## config.mk

```make
export PLATFORM = sky130hd
export DESIGN_NAME = mem_port_arbiter_flat
export DESIGN_NICKNAME = d
export VERILOG_FILES = /design/src/rtl/mem_port_arbiter_if.sv /design/src/rtl/mem_port_arbiter.sv /design/src/flat_wrapper.sv
export SDC_FILE = /design/constraint.sdc
export NUM_CORES = 1
export LEC_CHECK = 0
export CORE_AREA = 10 10 194 196
export CTS_CLUSTER_DIAMETER = 120
export DETAILED_ROUTE_END_ITERATION = 6
export DIE_AREA = 0 0 204 206
export PLACE_DENSITY = 0.6
export SYNTH_ARGS = -nofsm -noshare
export SYNTH_HDL_FRONTEND = slang
export SYNTH_SLANG_ARGS = --single-unit
```

## constraint.sdc

```tcl
create_clock -name clk -period 2.38 [get_ports clk]
set_input_delay 0.476 -clock clk [delete_from_list [all_inputs] [get_ports clk]]
set_output_delay 0.476 -clock clk [all_outputs]
set_load 0.03 [all_outputs]
```

## src/rtl/mem_port_arbiter_if.sv

```systemverilog
// Purpose: signal bundle between the IF/DM clients, the port arbiter and the unified memory.
// Latency: none, wires only.
// Backpressure: requests are held by the client until gnt; rvalid/rdata are unconditional pulses.
// Modports: slave = arbiter view (drives gnt/rvalid/rdata and the memory strobe/address/data),
//           master = client + memory view (drives requests and mem_rdata).
interface mem_port_arbiter_if #(
  parameter int ADDR_W = 64,
  parameter int DATA_W = 64
);
  // instruction-fetch port
  logic              if_req;
  logic [ADDR_W-1:0] if_addr;
  logic              if_gnt;
  logic              if_rvalid;
  logic [DATA_W-1:0] if_rdata;
  // data port
  logic              dm_req;
  logic              dm_we;
  logic [ADDR_W-1:0] dm_addr;
  logic [DATA_W-1:0] dm_wdata;
  logic              dm_gnt;
  logic              dm_rvalid;
  logic [DATA_W-1:0] dm_rdata;
  // unified memory
  logic              mem_en;
  logic              mem_we;
  logic [ADDR_W-1:0] mem_addr;
  logic [DATA_W-1:0] mem_wdata;
  logic [DATA_W-1:0] mem_rdata;

  modport slave (
    input  if_req, if_addr, dm_req, dm_we, dm_addr, dm_wdata, mem_rdata,
    output if_gnt, if_rvalid, if_rdata, dm_gnt, dm_rvalid, dm_rdata,
           mem_en, mem_we, mem_addr, mem_wdata
  );

  modport master (
    output if_req, if_addr, dm_req, dm_we, dm_addr, dm_wdata, mem_rdata,
    input  if_gnt, if_rvalid, if_rdata, dm_gnt, dm_rvalid, dm_rdata,
           mem_en, mem_we, mem_addr, mem_wdata
  );
endinterface

```

## src/rtl/mem_port_arbiter.sv

```systemverilog
// Purpose: shares one fixed-latency single-ported memory between the IF and DM ports, DM first.
// Latency: grant and mem_en in the request cycle t; rvalid with registered rdata at t+MEM_LAT+1.
// Backpressure: one transaction in flight; requests wait (no gnt) until IDLE or RESP.
// Ports: clk, reset (synchronous, active-high), bus (slave modport: IF/DM request and
//        response signals plus the memory strobe/address/data and mem_rdata return).
module mem_port_arbiter #(
  parameter int ADDR_W      = 64,
  parameter int DATA_W      = 64,
  parameter int MEM_LAT     = 1,
  parameter int MAX_DSTREAK = 4
) (
  input  logic              clk,
  input  logic              reset,
  mem_port_arbiter_if.slave bus
);

  localparam int CNT_W = $clog2(MEM_LAT + 1);
  localparam int STK_W = $clog2(MAX_DSTREAK + 1);

  typedef enum logic [1:0] {
    IDLE = 2'd0,
    WAIT = 2'd1,
    RESP = 2'd2
  } state_t;

  state_t            state;
  state_t            state_nxt;
  logic [CNT_W-1:0]  cnt;
  logic [STK_W-1:0]  streak;
  logic              owner_dm;   // 1: transaction in flight belongs to DM
  logic              owner_we;   // in-flight DM transaction is a write
  logic [DATA_W-1:0] if_rdata_q;
  logic [DATA_W-1:0] dm_rdata_q;

  logic              win_dm;
  logic              win_if;
  logic [ADDR_W-1:0] addr_mux;
  logic [DATA_W-1:0] wdata_mux;

  // Arbitration and next state. Reset masks the grant so nothing is
  // handed out in a cycle whose state update is about to be discarded.
  always_comb begin
    state_nxt = state;
    win_dm    = 1'b0;
    win_if    = 1'b0;
    if (!reset && (state != WAIT)) begin
      // DM wins ties unless IF has already been passed over MAX_DSTREAK times
      win_dm = bus.dm_req && (!bus.if_req || (streak != STK_W'(MAX_DSTREAK)));
      win_if = bus.if_req && !win_dm;
    end
    case (state)
      IDLE, RESP: state_nxt = (win_dm || win_if) ? WAIT : IDLE;
      WAIT:       if (cnt == '0) state_nxt = RESP;
      default:    state_nxt = IDLE;
    endcase
  end

  // Memory request is steered straight from the winner in the grant cycle.
  always_comb begin
    addr_mux  = '0;
    wdata_mux = '0;
    if (win_dm) begin
      addr_mux  = bus.dm_addr;
      wdata_mux = bus.dm_wdata;
    end else if (win_if) begin
      addr_mux  = bus.if_addr;
    end
  end

  assign bus.if_gnt    = win_if;
  assign bus.dm_gnt    = win_dm;
  assign bus.mem_en    = win_dm || win_if;
  assign bus.mem_we    = win_dm && bus.dm_we;
  assign bus.mem_addr  = addr_mux;
  assign bus.mem_wdata = wdata_mux;

  assign bus.if_rvalid = (state == RESP) && !owner_dm && !reset;
  assign bus.dm_rvalid = (state == RESP) &&  owner_dm && !reset;
  assign bus.if_rdata  = if_rdata_q;
  assign bus.dm_rdata  = dm_rdata_q;

  always_ff @(posedge clk) begin
    if (reset) begin
      state      <= IDLE;
      cnt        <= '0;
      streak     <= '0;
      owner_dm   <= 1'b0;
      owner_we   <= 1'b0;
      if_rdata_q <= '0;
      dm_rdata_q <= '0;
    end else begin
      state <= state_nxt;

      if (win_dm || win_if) begin
        owner_dm <= win_dm;
        owner_we <= win_dm && bus.dm_we;
        cnt      <= CNT_W'(MEM_LAT - 1);
        // streak only grows while IF is actually being held off
        if (win_dm && bus.if_req) begin
          if (streak != STK_W'(MAX_DSTREAK)) streak <= streak + STK_W'(1);
        end else begin
          streak <= '0;
        end
      end else if ((state == WAIT) && (cnt != '0)) begin
        cnt <= cnt - CNT_W'(1);
      end

      // Last WAIT cycle: memory data is valid now. Write acks return zero.
      if ((state == WAIT) && (cnt == '0)) begin
        if (owner_dm) dm_rdata_q <= owner_we ? '0 : bus.mem_rdata;
        else          if_rdata_q <= bus.mem_rdata;
      end
    end
  end

endmodule

```

## src/flat_wrapper.sv

```systemverilog
// flat-port wrapper written by rule: the top's interface ports become plain ports
module mem_port_arbiter_flat 
#(
  parameter int ADDR_W      = 64,
  parameter int DATA_W      = 64,
  parameter int MEM_LAT     = 1,
  parameter int MAX_DSTREAK = 4
)
  (clk, reset, bus_if_req, bus_if_addr, bus_dm_req, bus_dm_we, bus_dm_addr, bus_dm_wdata, bus_mem_rdata, bus_if_gnt, bus_if_rvalid, bus_if_rdata, bus_dm_gnt, bus_dm_rvalid, bus_dm_rdata, bus_mem_en, bus_mem_we, bus_mem_addr, bus_mem_wdata);
  mem_port_arbiter_if #(.ADDR_W(ADDR_W), .DATA_W(DATA_W)) bus_i ();
  input  logic clk;
  input  logic reset;
  input wire logic [$bits(bus_i.if_req)-1:0] bus_if_req;
  input wire logic [$bits(bus_i.if_addr)-1:0] bus_if_addr;
  input wire logic [$bits(bus_i.dm_req)-1:0] bus_dm_req;
  input wire logic [$bits(bus_i.dm_we)-1:0] bus_dm_we;
  input wire logic [$bits(bus_i.dm_addr)-1:0] bus_dm_addr;
  input wire logic [$bits(bus_i.dm_wdata)-1:0] bus_dm_wdata;
  input wire logic [$bits(bus_i.mem_rdata)-1:0] bus_mem_rdata;
  output wire logic [$bits(bus_i.if_gnt)-1:0] bus_if_gnt;
  output wire logic [$bits(bus_i.if_rvalid)-1:0] bus_if_rvalid;
  output wire logic [$bits(bus_i.if_rdata)-1:0] bus_if_rdata;
  output wire logic [$bits(bus_i.dm_gnt)-1:0] bus_dm_gnt;
  output wire logic [$bits(bus_i.dm_rvalid)-1:0] bus_dm_rvalid;
  output wire logic [$bits(bus_i.dm_rdata)-1:0] bus_dm_rdata;
  output wire logic [$bits(bus_i.mem_en)-1:0] bus_mem_en;
  output wire logic [$bits(bus_i.mem_we)-1:0] bus_mem_we;
  output wire logic [$bits(bus_i.mem_addr)-1:0] bus_mem_addr;
  output wire logic [$bits(bus_i.mem_wdata)-1:0] bus_mem_wdata;
  assign bus_i.if_req = bus_if_req;
  assign bus_i.if_addr = bus_if_addr;
  assign bus_i.dm_req = bus_dm_req;
  assign bus_i.dm_we = bus_dm_we;
  assign bus_i.dm_addr = bus_dm_addr;
  assign bus_i.dm_wdata = bus_dm_wdata;
  assign bus_i.mem_rdata = bus_mem_rdata;
  assign bus_if_gnt = bus_i.if_gnt;
  assign bus_if_rvalid = bus_i.if_rvalid;
  assign bus_if_rdata = bus_i.if_rdata;
  assign bus_dm_gnt = bus_i.dm_gnt;
  assign bus_dm_rvalid = bus_i.dm_rvalid;
  assign bus_dm_rdata = bus_i.dm_rdata;
  assign bus_mem_en = bus_i.mem_en;
  assign bus_mem_we = bus_i.mem_we;
  assign bus_mem_addr = bus_i.mem_addr;
  assign bus_mem_wdata = bus_i.mem_wdata;
  mem_port_arbiter #(.ADDR_W(ADDR_W), .DATA_W(DATA_W), .MEM_LAT(MEM_LAT), .MAX_DSTREAK(MAX_DSTREAK)) u_core (.clk(clk), .reset(reset), .bus(bus_i));
endmodule
```

======== Yosys cells after proc, flatten, opt, wreduce, memory -nomap -nowiden ========
Index checks and enable logic that the tools add are counted.
storage, ports and cells
  output and inout port bits .............. 262
  logic and storage cells ................. 51
  input port bits ......................... 261
  bits in registers ....................... 136
cells by class
  equality and inequality tests ........... 6
  bitwise logic cells ..................... 2
  reductions and logical operators ........ 23
  multiplexer cells ....................... 11
  add/sub/neg operators ................... 2
operator list
  operator                                              number
  two-way mux 64 bit                                    4
  logical AND 1 bit                                     11
  two-way mux 3 bit                                     2
  AND reduction 2 bit                                   3
  zero test 1 bit                                       4
  != test 2 bit (second input constant)                 2
  one-hot mux 2 bit (2 select lines)                    1
  OR reduction 2 bit                                    2
  adder 3 x 1 -> 3 bit (second input constant)          1
  two-way mux 1 bit                                     3
  != test 3 bit (second input constant)                 1
  equality test 2 x 1 -> 1 bit (second input constant)  1
  equality test 2 bit (second input constant)           1
  zero test 2 bit                                       1
  logical OR 1 bit                                      2
  two-way mux 2 bit                                     1
  != test 2 x 1 -> 1 bit (second input constant)        1
  NOT 1 bit                                             2
  subtractor 1 bit (second input constant)              1

======== Depth between registers and ports, before layout ========
Gate-level depths: netlist (run 1).
  depth in word-level cells ............... 9
  mapped depth ............................ 7
  gate-level depth less buffers ........... 5

======== Least setup slack after synthesis (run 1) ========
Ideal clock, no wire load.
  kind .................................... input to output
  start ................................... in bus_if_req
  end ..................................... out bus_mem_addr[34]
  data required time ...................... 1,904 ps
  stages .................................. 6
  setup slack ............................. 106 ps
  arrival time ............................ 1,798 ps
  path buffers ............................ 3
  path through ............................ clkbuf_1 -> nand3_1 -> buf_2 -> buf_1 -> nand3_1 -> a21oi_1
between the ends
  longest elaborated chain between the ends .. 8
  elaborated cells between the ends (all ways) .. 9
  classes of those cells .................. mux (4); reduce/logical (5)
RTL lines
  item                  RTL line                text
  from (decl)           flat_wrapper.sv:13      input wire logic [$bits(bus_i.if_req)-1:0] bus_if_req;
  zero test 1 bit       mem_port_arbiter.sv:48  win_dm = bus.dm_req && (!bus.if_req || (streak != STK_W'(MAX_DSTREAK)));
  logical OR 1 bit      mem_port_arbiter.sv:48
  logical AND 1 bit     mem_port_arbiter.sv:48
  zero test 1 bit       mem_port_arbiter.sv:49  win_if = bus.if_req && !win_dm;
  logical AND 1 bit     mem_port_arbiter.sv:49
  two-way mux 1 bit     mem_port_arbiter.sv:46  if (!reset && (state != WAIT)) begin
  two-way mux 64 bit    mem_port_arbiter.sv:65  end else if (win_if) begin
  two-way mux 64 bit *  mem_port_arbiter.sv:62  if (win_dm) begin
  to (decl)             flat_wrapper.sv:28      output wire logic [$bits(bus_i.mem_addr)-1:0] bus_mem_addr;
Mark *: on every way between the ends. The rest lies on a longest branch, timed or not.

======== Worst setup path in the final report (run 1) ========
  start ................................... reg u_core.streak[0]
  end ..................................... out bus_mem_addr[0]
between the ends
  longest elaborated chain between the ends .. 8
  elaborated cells between the ends (all ways) .. 9
  classes of those cells .................. eq/ne (1); mux (4); reduce/logical (4)
RTL lines
  item                    RTL line                 text
  from (decl)             mem_port_arbiter.sv:29   logic [STK_W-1:0] streak;
  from (signal assigned)  mem_port_arbiter.sv:100  if (streak != STK_W'(MAX_DSTREAK)) streak <= streak + STK_W'(1);
  != test 3 bit *         mem_port_arbiter.sv:48
  logical OR 1 bit *      mem_port_arbiter.sv:48
  logical AND 1 bit *     mem_port_arbiter.sv:48
  zero test 1 bit         mem_port_arbiter.sv:49
  logical AND 1 bit       mem_port_arbiter.sv:49
  two-way mux 1 bit       mem_port_arbiter.sv:46
  two-way mux 64 bit      mem_port_arbiter.sv:65
  two-way mux 64 bit *    mem_port_arbiter.sv:62
Marks and branches as above.

==> results by group, run 1 <==
Setup path
  • Worst r2r dst: u_core.bus.if_rdata[26]$_SDFFE_PP0P_
  • Crit path DAT: a little over 2000 ps
  • Crit Reg-Reg Startpoint: u_core.state[1]$_SDFFE_PP0N_
  • R2R depth: 5
  • CP required: 1900 ps
  • Max Fanout on Critical Path: 8
  • Worst setup path endpoint: bus_mem_addr[0]
  • CP Launch Point: u_core.streak[0]$_SDFFE_PP0P_
  • Worst setup EP type: output pin
  • Critical path type: register to output pin
  • Flop-to-flop setup slack: around 540 ps
  • Crit path launch type: register

STA
  • F_max: ~400 MHz
  • # setup viols final: 112
  • Final Hold Viols: 0
  • Slew HR: a little under half
  • Fin crit share: 105%
  • Final worst path period need: roughly 2500 ps
  • Clk_skew: around 11 ps
  • Total negative slack: -8160 ps
  • Least-Margin Pin Slew: 798 ps
  • Final Max Slew Viols: 0
  • RSZ-0062 raised after global routing: yes
  • Setup ws final: -127 ps

Drt
  • TritonRoute pass-1 iters: 5
  • Wire length per cell: 21.5 um
  • Initial DRC Count: 476
  • Remaining DRCs: 0
  • DR vias: between 8000 and 9000
  • Total wire length: 40600 um
  • Routed Antenna Nets: 0
  • Vias/cell: about 4.6

Pwr
  • P_sw: ~2.4 mW
  • Pwr per Cell Area: a little over 500 nW/um2
  • Clock share of power: 36.9%
  • Comb pwr share: just over 30%
  • Share of power burned in registers: roughly 33%
  • Internal: just over 5 mW
  • Peak VDD IR: roughly 0.44 mV
  • Lkg Pwr: between 5 and 6 nW
  • Post-layout total power: 7.48 mW
  • Sw frac: about a third

Logic synthesis
  • Adder-cell share of the synthesized area: 0.374%
  • Synth top area share: about two fifths
  • Area leader, netlist: dfxtp_1
  • Ys async rst share: 0%
  • Post-synthesis mux area share: 0%
  • Primary FF master, synth: dfxtp_1
  • Synthesized flop and latch total: approximately 140
  • Main combinational cell family by area after synthesis: simple AND/OR/NAND/NOR gates
  • Mean post-synth cell area: approximately 7.3 um2
  • Netlist Area Pre-Place: ~6700 um2
  • Compound-cell area share of the yosys netlist: between 10% and 20%
  • Top cells by area, synth: dfxtp_1, a21oi_1, nand2_1, nand3_1, nand3b_1
  • EDFF count, synth: 0
  • Post-Synth XOR/XNOR Area: 0%
  • Yosys cell types: 30
  • YS warnings: 0
  • Synth cell count leaders: nand2_1, a21oi_1, dfxtp_1
  • Post-synthesis sequential area ratio: around 41%
  • Count leader, synth: nand2_1
  • Gate count after technology mapping: roughly 920
  • Syn nets: approximately 1200
  • Simple-gate share of the synthesized area: 36.2%

Run status
  • Outcome: finished, violations left
  • Failing checks: setup timing

Global route
  • Initial antenna violation count: 0
  • Global Route Usage Sum: 17.4%
  • Global-route wire length before repair: approximately 56000 um
  • Vias in the first global route: between 8000 and 9000
  • Largest net degree at the start of global routing: 100
  • Total grt overflow: 0

Clock network
  • CTS tree: yes
  • Number of buffers created by CTS: 17
  • Hold-fix buffers, CTS: 0
  • Root Driver: clkbuf_16
  • H-tree levels: 4
  • Worst skew pair latency: 410 ps
  • Clock Pin Slew Worst Setup and Hold Paths: 70 ps
  • # clock sinks: around 140
  • Clock buffer depth: 2

Floorplanning
  • Core area: 33900 um2
  • Num rows: 68
  • Die ar.: ~42000 um2
  • Chip width: 204 um
  • Die height: around 210 um
  • Top Ports: 523
  • Initial Utilization: 19.7%

Place
  • Dpl ws: between 60 and 70 ps
  • Placed inst area: between 10000 and 15000 um2
  • DP Cell Count: 1821
  • Placed wire-length estimate: 28500 um
  • I/O Buffers: between 500 and 600
  • Gpl congestion: just under 0.9

Hold path
  • HP Start: reset
  • Cell depth of the worst hold path: 4
  • Worst hold path class: input pin to register

Finish
  • Sequential Area: roughly 2700 um2
  • Final Non-Filler Cells: 1889
  • Area Overhead vs Synth: 121%
  • # fillers: around 3200
  • Fin area: around 15000 um2
  • Ratio of cells with drive above 1 in the final layout: between 20% and 30%
  • Final #Nets: between 1500 and 2000
  • Area of the multi-input gates: between 4000 and 5000 um2

Flow run
  • Maxcap violations: 0
## sequential cells by signal, summed over array words and instances (netlist names)
register	cells
u_core.cnt	1
u_core.owner_we	1
u_core.bus.if_rdata	64
u_core.owner_dm	1
u_core.bus.dm_rdata	64
u_core.state	2
u_core.streak	3
## layout make-up
class,count,area share (%)
antenna,2,0.0339
multi-input combinational,681,28.9
inverter,5,0.127
sequential,136,18.5
clock buffer,17,2.88
clock inverter,15,1.25
tap,455,3.85
timing repair buffer,578,44.5
## through the flow
stage,util [%],hold slack [ps]
finish,43.5,422
CTS,41.2,401
global route,43.5,424
detailed placement,36.5,443
global placement,36.5,437
floorplan,-,466
## how the worst min path moves through the flow
stage,slack [ps],to
2_1_floorplan,470,u_core.streak[1]$_SDFFE_PP0P_
3_3_place_gp,440,u_core.bus.dm_rdata[8]$_SDFFE_PP0P_
3_5_place_dp,440,u_core.bus.dm_rdata[34]$_SDFFE_PP0P_
4_1_cts,400,u_core.streak[2]$_SDFFE_PP0P_
5_1_grt,420,u_core.streak[2]$_SDFFE_PP0P_
6_report,420,u_core.owner_we$_SDFFE_PP0P_
## placed cells by master (no fill, tap or decap), types with 2 or more instances in the layout
master | netlist | final
a21oi_1 | 195 | 141
a21oi_2 | 0 | 44
a21oi_4 | 0 | 10
and2_4 | 0 | 65
buf_12 | 0 | 46
buf_16 | 0 | 7
buf_2 | 27 | 2
buf_4 | 8 | 28
buf_6 | 6 | 96
buf_8 | 0 | 4
bufinv_16 | 0 | 2
clkbuf_16 | 0 | 27
clkdlybuf4s50_1 | 0 | 385
clkinvlp_4 | 0 | 2
dfxtp_1 | 136 | 132
dfxtp_2 | 0 | 3
diode_2 | 0 | 2
inv_1 | 5 | 3
inv_2 | 0 | 2
inv_6 | 0 | 4
inv_8 | 0 | 4
nand2_1 | 198 | 197
nand3_1 | 130 | 90
nand3_2 | 0 | 28
nand3_4 | 0 | 12
nand3b_1 | 64 | 64
nand4_1 | 2 | 2
nor2_1 | 4 | 4
nor3_1 | 2 | 2
nor4b_1 | 3 | 2
o21ai_0 | 3 | 3
## per-layer routing
metal	wire length, um	global-route usage [%]
met1	15600	19.2
met2	20200	30.1
met3	3470	6.41
met4	1390	6.59
met5	0	0
## timing repair
action                     in CTS  in global routing
pin swaps                      32                 30
gates resized for setup       185                125
setup buffers                  14                  4
cloned                          9                 11
setup endpoints to repair     130                131
## cell families (layout without fill, tap and decap cells)
group           after synthesis  count (layout)
simple gates                476             476
compound gates              203             203
flops                       136             136
buf+inv                      99             615
fa+ha+maj                     2               2
other cells                   0               2
## worst max-delay path, cell delays in order, from the launching register on
cell	delay [ps]
dfxtp_2	330
inv_2	70
ha_4	160
buf_6	100
a21bo_4	190
buf_6	150
clkbuf_16	160
nand3_1	90
a21oi_2	220
buf_12	140
## power by group through the flow
stage	registers, mW	logic (mW)	clock network, mW
2_1_floorplan	2.64	0.700	0
3_5_place_dp	2.48	1.94	0
4_1_cts	2.43	2.16	2.86
3_3_place_gp	2.48	1.93	0
6_report	2.43	2.29	2.76
5_1_grt	2.44	2.40	2.96
Note: power is estimated with default switching activity, not from simulation.
==> inputs of run 2 (changes only) <==
Settings changed: CORE_AREA 10 10 194 196 to 10 10 197 199, DIE_AREA 0 0 204 206 to 0 0 207 209, GPL_TIMING_DRIVEN from default to 0, PLACE_DENSITY 0.6 to 0.58.
Clock period 2.38 ns to 3.2 ns, I/O delays scaled along.
==> results by group, run 2 (synthesis gave the netlist of run 1 again) <==
STA
  • Final worst path period need: 3110 ps
  • F_max: between 300 and 400 MHz
  • Setup ws final: 93.4 ps (+221 ps)
  • Fin crit share: 97.1%
  • Total negative slack: 0 ps (+8160 ps)
  • # setup viols final: 0 (-100%)
  • Final Hold Viols: 0 (unchanged)
  • Clk_skew: 10.5 ps (-0.764 ps)
  • Slew HR: 48.4% (+1.6 points)
  • Least-Margin Pin Slew: 775 ps (-23.3 ps)
  • RSZ-0062 raised after global routing: yes
  • Final Max Slew Viols: 0 (unchanged)

Pwr
  • Peak VDD IR: 0.273 mV (-39%)
  • P_sw: 1.73 mW (-27%)
  • Pwr per Cell Area: 404 nW/um2 (-20%)
  • Clock share of power: 38.2% (+1.3 points)
  • Internal: 3.43 mW (-33%)
  • Lkg Pwr: 4.87 nW (-8.4%)
  • Share of power burned in registers: 35.0% (+2.5 points)
  • Sw frac: 33.6% (+1.7 points)
  • Comb pwr share: 26.8% (-3.8 points)
  • Post-layout total power: 5.16 mW (-31%)

Flow run
  • Maxcap violations: 0 (unchanged)

Floorplanning
  • Num rows: 69 (+1.5%)
  • Initial Utilization: 19.1% (-0.62 points)
  • Die ar.: 43300 um2 (+2.9%)
  • Chip width: 207 um (+1.5%)
  • Die height: 209 um (+1.5%)
  • Top Ports: 523 (unchanged)
  • Core area: 35100 um2 (+3.3%)

Drt
  • Routed Antenna Nets: 0 (unchanged)
  • Initial DRC Count: 354 (-26%)
  • Total wire length: 40500 um (-0.31%)
  • TritonRoute pass-1 iters: 5 (unchanged)
  • Remaining DRCs: 0 (unchanged)
  • Vias/cell: 4.45 (-3.0%)
  • Wire length per cell: 21.0 um (-2.5%)
  • DR vias: 8585 (-0.80%)

Clock network
  • Clock buffer depth: 2 (unchanged)
  • CTS tree: yes
  • Clock Pin Slew Worst Setup and Hold Paths: 60 ps (about the same)
  • Worst skew pair latency: 420 ps (about the same)
  • Setup bufs post-CTS: 0 (-14)
  • # clock sinks: 136 (unchanged)
  • Number of buffers created by CTS: 17 (unchanged)
  • Root Driver: clkbuf_16
  • H-tree levels: 4 (unchanged)
  • Hold-fix buffers, CTS: 0 (unchanged)

Setup path
  • Crit path launch type: input pin
  • CP required: 2560 ps (+660 ps)
  • Slowest-stage cell, CP: clkdlybuf4s50_1
  • Critical path's largest stage delay: 470 ps (+140 ps)
  • Worst setup EP type: output pin
  • Crit path DAT: 2470 ps (+440 ps)
  • Worst-path cell chain: clkdlybuf4s50_1, inv_1, and4_4, buf_2, buf_4, and2_1, clkdlybuf4s15_2
  • Max Fanout on Critical Path: 10 (+2)
  • Critical path type: input pin to output pin

Global route
  • Global-route wire length before repair: 58200 um (+3.8%)
  • Global Route Usage Sum: 17.4% (-0.037 points)
  • Total grt overflow: 0 (unchanged)
  • Vias in the first global route: 8749 (+2.3%)
  • Largest net degree at the start of global routing: 17 (-83%)
  • Initial antenna violation count: 3 (+3)

Finish
  • Most frequent cells in the layout: clkdlybuf4s50_1, nand2_1, a21oi_1
  • Final #Nets: 1718 (+2.1%)
  • Area Overhead vs Synth: 91.2%
  • Most common cell after layout, fill and taps aside: clkdlybuf4s50_1
  • Ratio of cells with drive above 1 in the final layout: 10.0% (-18 points)
  • Finished Core Util: 36.5% (-7.1 points)

Place
  • I/O Buffers: 520 (-0.38%)
  • Dpl ws: -442 ps (-507 ps)
  • Placed wire-length estimate: 33300 um (+17%)
  • Gpl congestion: 0.847 (-3.1%)

Hold path
  • Worst hold path class: register to register

Run status
  • Outcome: completed
[run 2: changes by cell type in the layout (fill, tap and decap cells not counted), moves of 43 or more]
cell           previous run  this run
dlygate4sd2_1             0        54
clkbuf_2                  0        54
a21oi_2                  44         1
buf_6                    96         6
and2_1                    1        66
and2_4                   65         0
a21oi_1                 141       194
buf_12                   46         0
[run 2: layer usage]
| metal | up-vias | global-route usage (%) | share of wire, % |
|---|---|---|---|
| met5 | - | 0 | 0 |
| met4 | 0 | 5.66 | 2.4 |
| met3 | 40 | 6.28 | 8.3 |
| met2 | 344 | 29.9 | 49 |
| met1 | 4002 | 19.5 | 40 |
| li1 | 4199 | - | - |
[run 2: power groups by stage]
stage	clock (mW)	combinational, mW	sequential, mW
global placement	0	1.44	1.84
CTS	2.03	1.40	1.80
detailed placement	0	1.45	1.84
floorplan	0	0.520	1.97
finish	1.97	1.38	1.80
global route	2.09	1.47	1.81
[run 2: per-stage QoR]
step | hold slack [ps] | area (um2) | instances
floorplan | 466 | 6680 | 916
global placement | 439 | 12500 | 1897
detailed placement | 442 | 12500 | 1897
CTS | 451 | 12900 | 1929
global route | 466 | 12800 | 1931
finish | 449 | 12800 | 1931
[run 2: critical path, delay by kind of cell]
kind	cells	cell delay [ps]
buffers and inverters	5	1340
and+or+nand+nor	2	470
[run 2: layout make-up]
type / instances / area [um2]
Fill cell: 3720 / 22300
Timing Repair Buffer: 520 / 4910
Multi-Input combinational cell: 681 / 3490
Sequential cell: 136 / 2720
Tap cell: 461 / 577
Buffer: 94 / 479
Clock buffer: 17 / 425
Clock inverter: 15 / 155
Inverter: 5 / 18.8
Antenna cell: 2 / 5.00
[run 2: worst paths after layout]
path	start	end	cells after the start	slack (ps)
max	reset	bus_mem_wdata[58]	7	90
min	u_core.bus.dm_rdata[2]$_SDFFE_PP0P_	u_core.bus.dm_rdata[2]$_SDFFE_PP0P_	2	450
max reg2reg	u_core.state[0]$_SDFFE_PP0N_	u_core.bus.dm_rdata[49]$_SDFFE_PP0P_	5	1510
min reg2reg	u_core.bus.dm_rdata[2]$_SDFFE_PP0P_	u_core.bus.dm_rdata[2]$_SDFFE_PP0P_	2	450
[run 2: what timing repair did]
item                       4_1_cts  5_1_grt
cloned                           0        0
resized for setup              175      118
setup endpoints to repair      132      104
